**config.mk**
```make
export PLATFORM = sky130hd
export DESIGN_NAME = reg_dump_tx
export DESIGN_NICKNAME = d
export VERILOG_FILES = /design/src/rtl/reg_dump_tx.sv
export SDC_FILE = /design/constraint.sdc
export NUM_CORES = 1
export LEC_CHECK = 0
export BUFFER_PORTS_ARGS = -buffer_cell sky130_fd_sc_hd__clkbuf_2
export CORE_MARGIN = 8
export CORE_UTILIZATION = 30
export CTS_BUF_LIST = sky130_fd_sc_hd__clkbuf_8
export CTS_CLUSTER_SIZE = 14
export DETAILED_ROUTE_END_ITERATION = 10
export GPL_TIMING_DRIVEN = 0
export PLACE_DENSITY = 0.56
export SLEW_MARGIN = 0
export SYNTH_ARGS = -nofsm -noshare
export SYNTH_HDL_FRONTEND = slang
export SYNTH_SLANG_ARGS = --single-unit
export TNS_END_PERCENT = 10
```
**constraint.sdc**
```tcl
create_clock -name clock -period 3.41 [get_ports clock]
set_input_delay 0.1705 -clock clock [delete_from_list [all_inputs] [get_ports clock]]
set_output_delay 0.1705 -clock clock [all_outputs]
set_load 0.02 [all_outputs]
```
**src/rtl/reg_dump_tx.sv**
```systemverilog
// reg_dump_tx: transmit side of the architectural-state observation path.
//
// On dump_req (sampled while idle) the block freezes the pipeline, sends the
// latched PC as a header word, then walks $s0-$s7 (and $t0-$t3 when
// INCLUDE_T=1) through the register file's combinational debug read port.
// Each register is fetched in one cycle and offered on the stream in the next.
//
// Optional feature: define REG_DUMP_CHECKSUM_EN to append an XOR checksum word
// (tag 6'h3F) after the last register. In that build the checksum word carries
// out_last instead of the last register word.
//
// Ports:
//   clock, reset_n   rising-edge clock, asynchronous active-low reset
//   dump_req         frame request, only honoured while idle
//   pc_in            current PC, latched on the request edge
//   stall_req        pipeline freeze request, high while busy
//   dbg_rd_addr      debug read address, non-zero only while fetching
//   dbg_rd_data      debug read data, valid in the same cycle
//   out_valid/ready  stream handshake
//   out_data         stream word
//   out_tag          6'h20 PC header, {1'b0,regaddr} register, 6'h3F checksum
//   out_last         final word of the frame
//   busy             high in any state except idle
module reg_dump_tx #(
  parameter int unsigned DATA_W    = 32,
  parameter bit          INCLUDE_T = 1'b1
) (
  input  logic              clock,
  input  logic              reset_n,
  input  logic              dump_req,
  input  logic [DATA_W-1:0] pc_in,
  output logic              stall_req,
  output logic [4:0]        dbg_rd_addr,
  input  logic [DATA_W-1:0] dbg_rd_data,
  output logic              out_valid,
  input  logic              out_ready,
  output logic [DATA_W-1:0] out_data,
  output logic [5:0]        out_tag,
  output logic              out_last,
  output logic              busy
);

  localparam int unsigned NumRegs = INCLUDE_T ? 12 : 8;
  localparam logic [3:0]  LastIdx = 4'(NumRegs - 1);

`ifdef REG_DUMP_CHECKSUM_EN
  typedef enum logic [2:0] {StIdle, StHdr, StFetch, StSend, StCsum} state_t;
`else
  typedef enum logic [2:0] {StIdle, StHdr, StFetch, StSend} state_t;
`endif

  state_t            r_state, w_state_nxt;
  logic [3:0]        r_idx, w_idx_nxt;
  logic [DATA_W-1:0] r_pc;
  logic [DATA_W-1:0] r_hold;
  logic [4:0]        w_reg_addr;
  logic              w_last_reg;

  // idx 0..7 -> r16..r23 ($s0-$s7), idx 8..11 -> r8..r11 ($t0-$t3)
  assign w_reg_addr = r_idx[3] ? {1'b0, r_idx} : {2'b10, r_idx[2:0]};
  assign w_last_reg = (r_idx == LastIdx);

  assign busy      = (r_state != StIdle);
  assign stall_req = busy;

`ifdef REG_DUMP_CHECKSUM_EN
  logic [DATA_W-1:0] r_csum;

  // Cleared on header entry, then folds in every accepted PC/register word.
  always_ff @(posedge clock or negedge reset_n) begin
    if (!reset_n) begin
      r_csum <= '0;
    end else if (r_state == StIdle && dump_req) begin
      r_csum <= '0;
    end else if ((r_state == StHdr || r_state == StSend) && out_ready) begin
      r_csum <= r_csum ^ out_data;
    end
  end
`endif

  always_ff @(posedge clock or negedge reset_n) begin
    if (!reset_n) begin
      r_state <= StIdle;
      r_idx   <= '0;
      r_pc    <= '0;
      r_hold  <= '0;
    end else begin
      r_state <= w_state_nxt;
      r_idx   <= w_idx_nxt;
      if (r_state == StIdle && dump_req) begin
        r_pc <= pc_in;
      end
      if (r_state == StFetch) begin
        r_hold <= dbg_rd_data;
      end
    end
  end

  // Outputs depend only on state and held registers, so they stay stable
  // under backpressure and clear immediately with an asynchronous reset.
  always_comb begin
    w_state_nxt = r_state;
    w_idx_nxt   = r_idx;
    out_valid   = 1'b0;
    out_data    = '0;
    out_tag     = '0;
    out_last    = 1'b0;
    dbg_rd_addr = '0;
    unique case (r_state)
      StIdle: begin
        if (dump_req) begin
          w_state_nxt = StHdr;
        end
      end
      StHdr: begin
        out_valid = 1'b1;
        out_data  = r_pc;
        out_tag   = 6'h20;
        if (out_ready) begin
          w_state_nxt = StFetch;
          w_idx_nxt   = '0;
        end
      end
      StFetch: begin
        dbg_rd_addr = w_reg_addr;
        w_state_nxt = StSend;
      end
      StSend: begin
        out_valid = 1'b1;
        out_data  = r_hold;
        out_tag   = {1'b0, w_reg_addr};
`ifndef REG_DUMP_CHECKSUM_EN
        out_last  = w_last_reg;
`endif
        if (out_ready) begin
          if (w_last_reg) begin
            w_idx_nxt   = '0;
`ifdef REG_DUMP_CHECKSUM_EN
            w_state_nxt = StCsum;
`else
            w_state_nxt = StIdle;
`endif
          end else begin
            w_idx_nxt   = r_idx + 4'd1;
            w_state_nxt = StFetch;
          end
        end
      end
`ifdef REG_DUMP_CHECKSUM_EN
      StCsum: begin
        out_valid = 1'b1;
        out_data  = r_csum;
        out_tag   = 6'h3F;
        out_last  = 1'b1;
        if (out_ready) begin
          w_state_nxt = StIdle;
        end
      end
`endif
      default: begin
        w_state_nxt = StIdle;
      end
    endcase
  end

endmodule

```
==> Flow_metrics.wiki, run 1 <==
{| class="wikitable"
! Metric !! Value
|-
| Area of the multi-input gates || 1470 sq um
|-
| Hold Crit Class || in -> reg
|-
| Number of global-route vias before repair || 2,689
|-
| Via density || 4.542
|-
| Share of the cycle needed by the critical path after routing || 0.6577
|-
| Final #Nets || 450
|-
| Depth of the CTS H-tree || 3
|-
| Reg-to-reg endpoint || r_pc[17]
|-
| Die area || 14,860 sq um
|-
| Post-cts sizing count || 0
|-
| Final weighted congestion of routability-driven global placement || 0.7023
|-
| Setup violators final || 0
|-
| Seq pwr share || 0.423
|-
| Routed Wire Length || 9032 um
|-
| Post-synthesis instance total || 254
|-
| Number of clock sinks || 70
|-
| Drt wl/cell || 17.17 um
|-
| Worst Path Max Fanout || 10
|-
| Port-buffer cells || 114
|-
| Worst-Margin Slew || 554.2 ps
|-
| Chip height || 121.9 um
|-
| Result of the run || completed
|-
| Syn Std Cell Area || 3366 sq um
|-
| Hold Vio Cnt, Final || 0
|-
| Min setup slack post-route || 1167 ps
|-
| Mapped Nets || 323
|-
| Detailed Route Iter0 Violations || 72
|-
| Switching share of power || 0.3228
|-
| Total design power || 3.053 mW
|-
| Final core area utilization || 0.4031
|-
| Fin Clk Skew || 8.748 ps
|-
| Standard-cell row count || 38
|-
| Ports placed on the boundary || 115
|-
| Post-route setup TNS || 0 ps
|-
| Leak Pwr || 2.290 nW
|-
| DRC violation count after routing || 0
|-
| Clock tree from TritonCTS || built
|-
| Clock network latency to the later pin of the worst-skew pair || 340 ps
|-
| Initial antenna violation count || 0
|-
| Number of stages on the worst hold path || 2
|-
| Hold Buf Count CTS || 1
|-
| Number of setup buffers added after CTS || 0
|-
| Worst reg2reg path depth || 5
|-
| Max-slew headroom || 0.6306
|-
| Post-CTS clock slew at the launch and capture registers of the worst setup and hold paths || 80 ps
|-
| Clock network fraction of design power || 0.272
|-
| Global-route wire length before repair || 14,430 um
|-
| Yosys warning count || 0
|-
| Synthesized area per cell || 13.25 sq um
|-
| Endpoint of the worst hold-timing path || r_pc[30]
|-
| Post-layout min period || 2243 ps
|-
| Detailed-placement wirelength estimate || 6678 um
|-
| Number of vias in the routed layout || 2,389
|-
| Synth-to-Final Area Change || 30.41%
|-
| Overall overflow remaining after global route || 0
|-
| Power density of the placed cells || 695.6 nW/um^2
|-
| Final antenna-violating net count || 0
|-
| Max Cap Viol || 0
|-
| Setup repair after global routing missed its margin || false
|-
| Critical path endpoint category || primary output
|-
| Critical Setup Path Class || reg -> out
|-
| Sequential fraction of the synthesis area || 0.5204
|-
| Initial core utilization || 0.3091
|-
| Largest net degree at the start of global routing || 38
|-
| First-pass iteration count of the detailed router || 4
|-
| CTS buffer count || 9
|-
| Count of final max-slew check failures || 0
|-
| Core Region || 10,890 sq um
|-
| Critical hold path startpoint || pc_in[30]
|-
| Netlist cell types || 29
|-
| Share of cells above drive strength 1 || 0.4689
|-
| Clock tree root buffer cell || sky130_fd_sc_hd__clkbuf_8
|-
| Flop and latch count out of synthesis || 70
|-
| Comb power frac || 0.305
|-
| Total track usage || 0.1267
|-
| Flop2flop setup slack || 1790 ps
|-
| Layout Cells excl Fill || 526
|-
| Flip-flop and latch area || 1752 sq um
|-
| Max rail drop VDD || 0.2700 mV
|-
| Final antenna diode count || 0
|-
| Floorplan die width || 121.9 um
|-
| Pre-CTS setup slack || 1462 ps
|-
| Number of placed instances, taps included || 509
|-
| Max Clk Rate || 0.4459 GHz
|-
| Worst EP arrival || 2070 ps
|-
| Max Buffers Root-to-Sink || 2
|-
| Beginning of the worst register-to-register path || r_state[1]
|-
| Cell internal power dissipation || 2.068 mW
|-
| P_sw || 985.7 uW
|-
| Kind of start point of the critical path || flop
|-
| Critical path required time || 3240 ps
|-
| Fillcell total || 1,070
|}
through the flow:
step	hold slack, ps	instance area [sq um]
finish	38.27	4389
global route	19.08	4389
CTS	16.27	4389
detailed placement	216.9	4134
global placement	388.7	4111
floorplan	-125.1	3366
metal layers:
metal	track usage	vias up	share of wire	routed length, um
met5	0	-	0	0
met4	0.03470	0	0.0079	71
met3	0.06016	6	0.098	888
met2	0.2074	74	0.48	4305
met1	0.1451	1171	0.42	3766
li1	-	1138	-	-
how the worst max path moves through the flow:
stage | slack (ps) | cells after the start | to | start
2_1_floorplan | 1910 | 5 | r_pc[0] | r_state[1]
3_3_place_gp | 1440 | 4 | out_data[4] | r_state[0]
3_5_place_dp | 1460 | 4 | out_data[4] | r_state[0]
4_1_cts | 1070 | 4 | out_data[4] | r_state[0]
5_1_grt | 990 | 4 | out_data[26] | r_state[0]
6_report | 1170 | 4 | out_data[0] | r_state[0]
layout make-up:
type	instances	area share
Sequential cell	70	0.3991
Multi-Input combinational cell	164	0.3349
Timing Repair Buffer	116	0.1374
Tap cell	140	0.03991
Buffer	18	0.03107
Clock buffer	9	0.02822
Clock inverter	7	0.02765
Inverter	2	0.001710
placed cells by master, fill, tap and decap left out, types with 2 or more instances in the layout:
master	netlist	layout
sky130_fd_sc_hd__buf_6	3	3
sky130_fd_sc_hd__bufinv_16	0	3
sky130_fd_sc_hd__clkbuf_1	6	6
sky130_fd_sc_hd__and2_1	5	5
sky130_fd_sc_hd__nor2_1	4	4
sky130_fd_sc_hd__nand3_1	2	2
sky130_fd_sc_hd__mux2_2	34	34
sky130_fd_sc_hd__clkinv_4	0	2
sky130_fd_sc_hd__nor2b_1	35	35
sky130_fd_sc_hd__clkbuf_2	0	113
sky130_fd_sc_hd__buf_2	4	4
sky130_fd_sc_hd__clkbuf_8	0	9
sky130_fd_sc_hd__inv_1	2	2
sky130_fd_sc_hd__dfrtp_1	70	70
sky130_fd_sc_hd__and3_1	3	3
sky130_fd_sc_hd__mux2i_1	32	32
sky130_fd_sc_hd__buf_4	2	2
sky130_fd_sc_hd__mux2_1	30	30
sky130_fd_sc_hd__nand2_1	4	4
sky130_fd_sc_hd__buf_8	3	3
sky130_fd_sc_hd__o21ai_0	3	3
cell usage after synthesis:
cell type / number / share of area
sky130_fd_sc_hd__and2_1: 5 / 0.0093
sky130_fd_sc_hd__or2_2: 1 / 0.0019
sky130_fd_sc_hd__nand3_1: 2 / 0.0030
sky130_fd_sc_hd__and3_1: 3 / 0.0056
sky130_fd_sc_hd__a22o_1: 1 / 0.0026
sky130_fd_sc_hd__nand2_1: 4 / 0.0045
sky130_fd_sc_hd__mux2_1: 30 / 0.10
sky130_fd_sc_hd__nor2_1: 4 / 0.0045
sky130_fd_sc_hd__mux2_2: 34 / 0.11
sky130_fd_sc_hd__or2_4: 1 / 0.0026
sky130_fd_sc_hd__ha_1: 1 / 0.0037
sky130_fd_sc_hd__a31oi_1: 1 / 0.0019
sky130_fd_sc_hd__clkbuf_1: 6 / 0.0067
sky130_fd_sc_hd__dfrtp_1: 70 / 0.52
sky130_fd_sc_hd__o31ai_1: 1 / 0.0022
sky130_fd_sc_hd__buf_4: 2 / 0.0045
sky130_fd_sc_hd__mux2i_1: 32 / 0.095
sky130_fd_sc_hd__or3_1: 1 / 0.0019
sky130_fd_sc_hd__nand2b_1: 1 / 0.0019
sky130_fd_sc_hd__buf_6: 3 / 0.010
sky130_fd_sc_hd__o21ba_2: 1 / 0.0030
sky130_fd_sc_hd__inv_1: 2 / 0.0022
sky130_fd_sc_hd__a21oi_1: 1 / 0.0015
sky130_fd_sc_hd__nor2b_1: 35 / 0.065
sky130_fd_sc_hd__nor2_8: 1 / 0.0059
sky130_fd_sc_hd__buf_2: 4 / 0.0059
sky130_fd_sc_hd__o21a_1: 1 / 0.0022
sky130_fd_sc_hd__buf_8: 3 / 0.013
sky130_fd_sc_hd__o21ai_0: 3 / 0.0045
power by group through the flow:
stage | sequential [mW] | clock [mW] | combinational (mW)
after global routing | 1.34 | 0.893 | 1.02
after global placement | 1.29 | 0 | 0.929
final | 1.29 | 0.832 | 0.931
after floorplan | 1.26 | 0 | 0.663
after CTS | 1.29 | 0.863 | 0.955
after detailed placement | 1.31 | 0 | 0.951
state kept, by name (all words and copies together) (netlist names):
| register | count |
|---|---|
| r_state | 2 |
| r_hold | 32 |
| r_idx | 4 |
| r_pc | 32 |
worst max-delay path: stages, from the launching register on:
cell                       delay, ps
sky130_fd_sc_hd__dfrtp_1         440
sky130_fd_sc_hd__clkbuf_1        370
sky130_fd_sc_hd__clkbuf_1        480
sky130_fd_sc_hd__nor2b_1         240
sky130_fd_sc_hd__clkbuf_2        200
cell families (layout without fill, tap and decap cells):
logic type,after synthesis,after routing,share of synthesized area
buffers and inverters,20,152,0.04275
flip-flops,70,70,0.5204
AO/OA/AOI/OAI,9,9,0.01784
adder cells (fa/ha/maj),1,1,0.003717
AND/OR/NAND/NOR,58,58,0.1060
multiplexers,96,96,0.3093
Note: power is estimated with default switching activity, not from simulation.
==> run 2: changes to the inputs <==
- PLACE_DENSITY: 0.56 -> 0.58
- clock period: 3.41 -> 1.9 ns (I/O delays scaled with it)
==> Flow_metrics.wiki, run 2 (same netlist as run 1, synthesis figures left out) <==
{| class="wikitable"
! Metric !! Value
|-
| Fin Clk Skew || 7.739 ps
|-
| Worst reg2reg path depth || 5
|-
| Ports placed on the boundary || 115
|-
| CTS buffer count || 9
|-
| Layout Cells excl Fill || 589
|-
| Count of final max-slew check failures || 0
|-
| Seq pwr share || 0.451
|-
| Hold Vio Cnt, Final || 0
|-
| Leak Pwr || 2.541 nW
|-
| Worst-Margin Slew || 562.0 ps
|-
| Share of the cycle needed by the critical path after routing || 0.9297
|-
| Top layer used by detailed routing || met4
|-
| Final antenna diode count || 0
|-
| Clock tree from TritonCTS || built
|-
| P_sw || 1.693 mW
|-
| Routed length on met1 || 3965 um
|-
| Fillcell total || 1,022
|-
| Setup repair after global routing missed its margin || true
|-
| Worst EP arrival || 1670 ps
|-
| Final weighted congestion of routability-driven global placement || 0.6800
|-
| DRC violation count after routing || 0
|-
| Largest net degree at the start of global routing || 37
|-
| Drt wl/cell || 15.90 um
|-
| Kind of start point of the critical path || flop
|-
| Overall overflow remaining after global route || 0
|-
| Port-buffer cells || 114
|-
| Number of placed instances, taps included || 509
|-
| Worst Path Max Fanout || 10
|-
| Standard-cell row count || 38
|-
| Post-CTS clock slew at the launch and capture registers of the worst setup and hold paths || 70 ps
|-
| Area of all placed cells without fillers || 4964 sq um
|-
| Placed cell area || 4134 sq um
|-
| Critical path required time || 1800 ps
|-
| Comb power frac || 0.345
|-
| Clock network latency to the later pin of the worst-skew pair || 340 ps
|-
| Final #Nets || 514
|-
| Chip height || 121.9 um
|-
| Detailed Route Iter0 Violations || 69
|-
| Number of clock sinks || 70
|-
| Number of stages on the worst hold path || 3
|-
| Initial antenna violation count || 0
|-
| Initial core utilization || 0.3091
|-
| Result of the run || completed
|-
| DR WL met2 || 4721 um
|-
| First-pass iteration count of the detailed router || 4
|-
| Worst hold slack || 107.3 ps
|-
| Number of global-route vias before repair || 2,919
|-
| Critical Setup Path Class || reg -> out
|-
| Met3 WL || 596 um
|-
| Die area || 14,860 sq um
|-
| Routed Wire Length || 9366 um
|-
| Number of setup buffers added after CTS || 0
|-
| Global-route wire length before repair || 15,120 um
|-
| Switching share of power || 0.3296
|-
| Detailed-placement wirelength estimate || 6568 um
|-
| Critical path endpoint category || primary output
|-
| Number of vias in the routed layout || 2,593
|-
| Total track usage || 0.1315
|-
| Setup violators final || 0
|-
| Post-layout min period || 1766 ps
|-
| Leading cell types in the layout, fill and taps excluded || 115 x sky130_fd_sc_hd__clkbuf_2, 70 x sky130_fd_sc_hd__dfrtp_1, 66 x sky130_fd_sc_hd__dlygate4sd3_1
|-
| Max-slew headroom || 0.6253
|-
| Most common cell after layout, fill and taps aside || sky130_fd_sc_hd__clkbuf_2
|-
| Post-route setup TNS || 0 ps
|-
| Depth of the CTS H-tree || 3
|-
| Hold Crit Class || in -> reg
|-
| Floorplan die width || 121.9 um
|-
| Cell internal power dissipation || 3.443 mW
|-
| Clock network fraction of design power || 0.204
|-
| Max Clk Rate || 0.5661 GHz
|-
| Via density || 4.402
|-
| Core Region || 10,890 sq um
|-
| Max Buffers Root-to-Sink || 2
|-
| Max rail drop VDD || 0.3905 mV
|-
| Final antenna-violating net count || 0
|-
| Clock tree root buffer cell || sky130_fd_sc_hd__clkbuf_8
|-
| Power density of the placed cells || 1035 nW/um^2
|-
| Synth-to-Final Area Change || 47.47%
|-
| Total design power || 5.136 mW
|-
| Regs by FF count || r_hold (32), r_pc (32), r_idx (4)
|-
| Max Cap Viol || 0
|-
| Share of cells above drive strength 1 || 0.3987
|}
[run 2: cell types whose count changed in the layout (fill, tap and decap cells not counted)]
| cell | delta |
|---|---|
| sky130_fd_sc_hd__buf_1 | +1 |
| sky130_fd_sc_hd__buf_2 | -1 |
| sky130_fd_sc_hd__bufinv_16 | -3 |
| sky130_fd_sc_hd__clkbuf_1 | -4 |
| sky130_fd_sc_hd__clkbuf_2 | +2 |
| sky130_fd_sc_hd__clkbuf_4 | +1 |
| sky130_fd_sc_hd__clkbuf_8 | +2 |
| sky130_fd_sc_hd__clkinv_4 | -2 |
| sky130_fd_sc_hd__dlygate4sd3_1 | +65 |
| sky130_fd_sc_hd__inv_1 | +3 |
| sky130_fd_sc_hd__inv_6 | -1 |
[run 2: timing repair]
| item | 4_1_cts | 5_1_grt |
|---|---|---|
| setup endpoints to repair | 10 | 23 |
| hold buffers | 66 | 0 |
| hold endpoints to repair | 100 | 0 |
| resized for setup | 3 | 3 |
[run 2: metal layers]
| metal | GRT usage | vias to the layer above |
|---|---|---|
| met5 | 0 | - |
| met3 | 0.04442 | 10 |
| met2 | 0.2262 | 69 |
| met4 | 0.03701 | 0 |
| met1 | 0.1522 | 1255 |
| li1 | - | 1259 |
[run 2: layout make-up]
class / instances / area (sq um) / area share
Sequential cell: 70 / 1752 / 0.3529
Clock inverter: 4 / 16.27 / 0.003277
Buffer: 17 / 137.6 / 0.02773
Timing Repair Buffer: 181 / 1254 / 0.2526
Multi-Input combinational cell: 164 / 1470 / 0.2962
Inverter: 2 / 7.507 / 0.001512
Clock buffer: 11 / 151.4 / 0.03050
Tap cell: 140 / 175.2 / 0.03529
[run 2: worst paths after layout]
check	to	startpoint	slack, ps
setup / recovery	out_data[31]	r_state[0]	130
hold reg to reg	r_pc[18]	r_pc[18]	480
max in group asynchronous	r_pc[21]	reset_n	1030
setup reg to reg	r_pc[14]	r_state[1]	290
hold / removal	r_idx[2]	out_ready	110
min in group asynchronous	r_idx[3]	reset_n	290
[run 2: worst max-delay path, stage by stage (launching register included)]
cell and delay [ps]:
sky130_fd_sc_hd__dfrtp_1 450, sky130_fd_sc_hd__buf_1 440, sky130_fd_sc_hd__nor2b_1 240, sky130_fd_sc_hd__clkbuf_2 200
[run 2: power by group through the flow]
| stage | logic, mW | registers (mW) | clock network [mW] |
|---|---|---|---|
| after floorplan | 1.19 | 2.26 | 0 |
| after global placement | 1.66 | 2.32 | 0 |
| after detailed placement | 1.70 | 2.35 | 0 |
| after global routing | 1.96 | 2.40 | 1.15 |
| after CTS | 1.82 | 2.32 | 1.10 |
| final | 1.77 | 2.32 | 1.05 |
[run 2: stage by stage]
stage                     worst slack (ps)  utilization
after floorplan                      399.5            -
after global placement               100.4       0.3776
after detailed placement             125.9       0.3797
after CTS                           0.8080       0.4561
after global routing                -31.01       0.4559
final                                133.6       0.4559
